===== src/rtl/gru_seq_controller.sv =====
// gru_seq_controller: steps one gru_cell_parallel instance through an input sequence.
// Optional watchdog: define GRU_SEQ_WDOG_EN to abort a step whose cell never returns done.
// Ports:
//   clk, rst_n             clock, asynchronous active-low reset
//   seq_start, seq_len     start request and length (sampled in IDLE only, clipped to MAX_T)
//   h_init                 initial hidden state, latched on accepted start
//   x_rd_en, x_rd_addr     feature buffer read strobe and timestep address
//   cell_start, cell_done  cell handshake (1-cycle pulses)
//   cell_h_t               cell output, captured when cell_done is seen in WAIT
//   h_prev                 hidden-state register feeding the cell
//   step_idx, busy         current timestep, sequence in progress
//   seq_done, seq_err      completion pulse, watchdog abort pulse
module gru_seq_controller #(
    parameter int H          = 16,
    parameter int DATA_WIDTH = 15,
    parameter int MAX_T      = 32,
    parameter int T_W        = $clog2(MAX_T + 1)
`ifdef GRU_SEQ_WDOG_EN
    , parameter int WDOG_CYCLES = 1024
`endif
) (
    input  logic                    clk,
    input  logic                    rst_n,
    input  logic                    seq_start,
    input  logic [T_W-1:0]          seq_len,
    input  logic [H*DATA_WIDTH-1:0] h_init,
    output logic                    x_rd_en,
    output logic [T_W-1:0]          x_rd_addr,
    output logic                    cell_start,
    input  logic                    cell_done,
    input  logic [H*DATA_WIDTH-1:0] cell_h_t,
    output logic [H*DATA_WIDTH-1:0] h_prev,
    output logic [T_W-1:0]          step_idx,
    output logic                    busy,
    output logic                    seq_done,
    output logic                    seq_err
);
    typedef enum logic [2:0] {IDLE, FETCH, START, WAIT, UPDATE, FINISH} state_t;

    state_t                  state, state_n;
    logic [T_W-1:0]          len_q;
    logic [H*DATA_WIDTH-1:0] h_stage;
    logic                    accept, last, abort;

    assign accept    = state == IDLE && seq_start;
    assign last      = step_idx == len_q - T_W'(1);
    // The address is the step register itself, so it stays put from FETCH through WAIT.
    assign x_rd_addr = step_idx;

`ifdef GRU_SEQ_WDOG_EN
    logic [15:0] wdog_cnt;
    // Counts cycles since cell_start: the first WAIT cycle already reads 1.
    always_ff @(posedge clk or negedge rst_n)
        if (!rst_n) wdog_cnt <= '0;
        else        wdog_cnt <= (state == WAIT) ? wdog_cnt + 16'd1 : 16'd1;
    assign abort = state == WAIT && !cell_done && wdog_cnt == 16'(WDOG_CYCLES - 1);
`else
    assign abort = 1'b0;
`endif

    always_ff @(posedge clk or negedge rst_n)
        if (!rst_n) state <= IDLE;
        else        state <= state_n;

    always_comb begin
        state_n = state;
        case (state)
            IDLE:    if (seq_start) state_n = (seq_len == '0) ? FINISH : FETCH;
            FETCH:   state_n = START;
            START:   state_n = WAIT;
            WAIT:    state_n = cell_done ? UPDATE : abort ? IDLE : WAIT;
            UPDATE:  state_n = last ? FINISH : FETCH;
            FINISH:  state_n = IDLE;
            default: state_n = IDLE;
        endcase
    end

    always_ff @(posedge clk or negedge rst_n) begin
        if (!rst_n) begin
            x_rd_en    <= 1'b0;
            cell_start <= 1'b0;
            busy       <= 1'b0;
            seq_done   <= 1'b0;
            seq_err    <= 1'b0;
            len_q      <= '0;
            step_idx   <= '0;
            h_prev     <= '0;
            h_stage    <= '0;
        end else begin
            // Strobes follow the next state so they line up with the state they belong to;
            // seq_done trails FINISH by one cycle.
            x_rd_en    <= state_n == FETCH;
            cell_start <= state_n == START;
            busy       <= state_n != IDLE;
            seq_done   <= state == FINISH;
            seq_err    <= abort;
            if (accept) begin
                len_q    <= (seq_len > T_W'(MAX_T)) ? T_W'(MAX_T) : seq_len;
                step_idx <= '0;
                h_prev   <= h_init;
            end
            if (state == WAIT && cell_done) h_stage <= cell_h_t;
            if (state == UPDATE) begin
                h_prev <= h_stage;
                if (!last) step_idx <= step_idx + T_W'(1);
            end
        end
    end
endmodule


===== config.mk =====
export PLATFORM = sky130hd
export DESIGN_NAME = gru_seq_controller
export DESIGN_NICKNAME = d
export VERILOG_FILES = /design/src/rtl/gru_seq_controller.sv
export SDC_FILE = /design/constraint.sdc
export NUM_CORES = 1
export LEC_CHECK = 0
export CORE_AREA = 5 5 286 288
export CTS_CLUSTER_SIZE = 25
export DETAILED_ROUTE_END_ITERATION = 10
export DIE_AREA = 0 0 291 293
export PLACE_DENSITY_LB_ADDON = 0.25
export SLEW_MARGIN = 5
export SYNTH_ARGS = -nofsm -noshare
export SYNTH_HDL_FRONTEND = slang
export SYNTH_SLANG_ARGS = --single-unit

===== constraint.sdc =====
create_clock -name clk -period 2.7 [get_ports clk]
set_clock_uncertainty 0.2 [all_clocks]
set_input_delay 0.675 -clock clk [delete_from_list [all_inputs] [get_ports clk]]
set_output_delay 0.675 -clock clk [all_outputs]
set_load 0.01 [all_outputs]

==> results.json <==
{
  "layout-drive-gt1-share": 0.164,
  "cts.sinks": 499,
  "placed_cell_area_um2": 29900,
  "worst_path_largest_cell_delay_ns": 0.61,
  "worst_pin_slew_ns": 0.598,
  "globalRoute.totalOverflow": 0,
  "die_w_um": 291,
  "core_um2": 78600,
  "syn_nets": 2416,
  "period_minus_slack_ns": 2.60,
  "min_path_type": "reg2reg",
  "critPathArrivalTime_ns": 1.72,
  "initial_core_util": 0.262,
  "crit_family": "buffers and inverters",
  "cp_data_required_time_ns": 1.82,
  "numCtsBuffers": 56,
  "final_antenna_net_count": 0,
  "grt_pass1_wl_um": 111000,
  "p_total_mw": 34.4,
  "die_y_um": 293,
  "antenna_found_initial": 10,
  "synth_seq_cells": 499,
  "clock_tree.buffer_depth": 3,
  "routabilityCongestion": 0.844,
  "outcome": "complete, no violations",
  "period_share": 0.961,
  "syn-instance-count": 1924,
  "root_buffer": "clkbuf_16",
  "clock.fmax_mhz": 385,
  "drt_iter0_drc": 717,
  "syn_area_um2": 20600,
  "crit_chain": "clkdlybuf4s50_1",
  "cts.clk_slew.worst_paths_ns": 0.06,
  "num_io_pins": 747,
  "synth_area_per_cell_um2": 10.7,
  "finalSetupTns_ns": 0,
  "wirelength_um": 73700,
  "firstDrtPassIters": 5,
  "vias": 17189,
  "drc": 0,
  "rsz0062_at_grt": "false",
  "tritoncts": "done",
  "slew_headroom": 0.601,
  "ys.flop_type": "dfrtp_1",
  "vdd_drop_max_mv": 0.577,
  "powerDensity_nw_per_um2": 1080,
  "port_buffers": 745,
  "dpl.hpwl_um": 56100,
  "clk_latency_ns": 0.58,
  "cp_num_buf_inv": 1,
  "crit_path_end_kind": "output pin",
  "synth_edf_count": 0,
  "worstPathMaxFanout": 9,
  "cp-start-kind": "register",
  "seq_area_frac_synth": 0.606,
  "routedWlPerCell_um": 19.5,
  "final_common_cell": "clkdlybuf4s50_1",
  "yosysWarnings": 0,
  "area_growth_pct": 54.7,
  "utilization": 0.405,
  "final_cell_mix": "clkdlybuf4s50_1, dfrtp_1, nand2_1, nor2_1, mux2_2",
  "std_cell_rows": 103,
  "grt_max_degree": 108,
  "cts_setup_buffers": 0,
  "die-area_um2": 85300,
  "maxCapViolCount": 0,
  "track_usage": 0.164,
  "setup_viol": 0,
  "grt_pass1_vias": 18263,
  "p_leak_nw": 13.2,
  "routed_via_density": 4.54,
  "nets": 3179,
  "cts.htree.levels": 2,
  "drv_slew": 0,
  "synth_cell_types": 40,
  "ys_async_sr_fraction": 1.00,
  "final_cell_area_um2": 31900,
  "crit_type": "reg2out",
  "cpMaxStageDelayCell": "clkdlybuf4s50_1",
  "hold_violations": 0
}
## cells by family (layout without fill, tap and decap cells)
family,Yosys count,count (layout),share of synthesized area
AOI/OAI and AO/OA,266,266,0.0814
buffers and inverters,147,952,0.0329
DFF,499,499,0.606
xor gates and xnor gates,7,7,0.00298
and+or+nand+nor,760,760,0.143
adders and majority gates,2,2,0.00121
other,1,6,0.000182
muxes,242,242,0.132
## sequential cells by signal, summed over array words and instances (netlist names)
name        flops
h_prev        240
h_stage       240
len_q           6
step_idx        6
state           3
busy            1
cell_start      1
seq_done        1
x_rd_en         1
## cell type report
cell class,count,area (um^2)
Antenna cell,5,12.5
Timing Repair Buffer,847,8620
Sequential cell,499,12500
Multi-Input combinational cell,1278,7470
Fill cell,7620,46700
Tap cell,1050,1310
Clock buffer,83,1680
Inverter,5,18.8
Clock inverter,17,274
## final timing paths
path	start	end	slack [ns]	depth (start not counted)
max reg2reg	len_q[0]	x_rd_en	0.26	8
max in group asynchronous	rst_n	h_stage[31]	1.00	4
min reg2reg	h_stage[176]	h_stage[176]	0.30	1
min	h_stage[176]	h_stage[176]	0.30	1
min in group asynchronous	rst_n	h_stage[92]	0.39	2
max	step_idx[2]	step_idx[2]	0.10	1
## routing by layer
| metal | part of all wire | GRT usage | vias to the layer above |
|---|---|---|---|
| li1 | - | - | 8062 |
| met1 | 0.39 | 0.192 | 8483 |
| met2 | 0.52 | 0.302 | 538 |
| met3 | 0.068 | 0.0464 | 96 |
| met4 | 0.019 | 0.0353 | 10 |
| met5 | 0.00094 | 0 | - |
## per-stage QoR
step | worst slack (ns) | cells | hold slack (ns)
floorplan | 0.437 | 1924 | 0.179
global placement | -0.102 | 3678 | 0.287
detailed placement | -0.00798 | 3678 | 0.293
CTS | 0.0261 | 3779 | 0.306
global route | 0.0117 | 3782 | 0.310
finish | 0.104 | 3784 | 0.304
## where the power goes
group | internal, mW | switching (mW) | total [mW]
Clock | 4.96 | 3.09 | 8.05
Combinational | 7.39 | 5.61 | 13.0
Sequential | 11.2 | 2.17 | 13.4
## synthesized netlist by cell type (2+ instances only)
cell type,number,area [um^2]
dfrtp_1,499,12500
nand2_1,486,1820
nor2_1,242,908
mux2_2,241,2710
a31oi_1,240,1500
buf_2,76,380
clkbuf_1,58,218
o21ai_0,13,65.1
buf_4,8,60.1
nand2b_1,7,43.8
xnor2_1,6,52.6
inv_1,5,18.8
nand3_1,5,25.0
nor2b_1,3,18.8
nor3_1,3,15.0
o211ai_1,3,22.5
a22oi_1,2,15.0
and2_1,2,12.5
ha_1,2,25.0
nor3b_1,2,15.0
o31ai_1,2,15.0
## what timing repair did
action                                 in CTS  in global routing
hold buffers                                1                  0
setup endpoints to repair                   0                  2
endpoints found under the hold margin      28                  0
gates resized for setup                     0                  1
(Power assumes the default switching activity.)
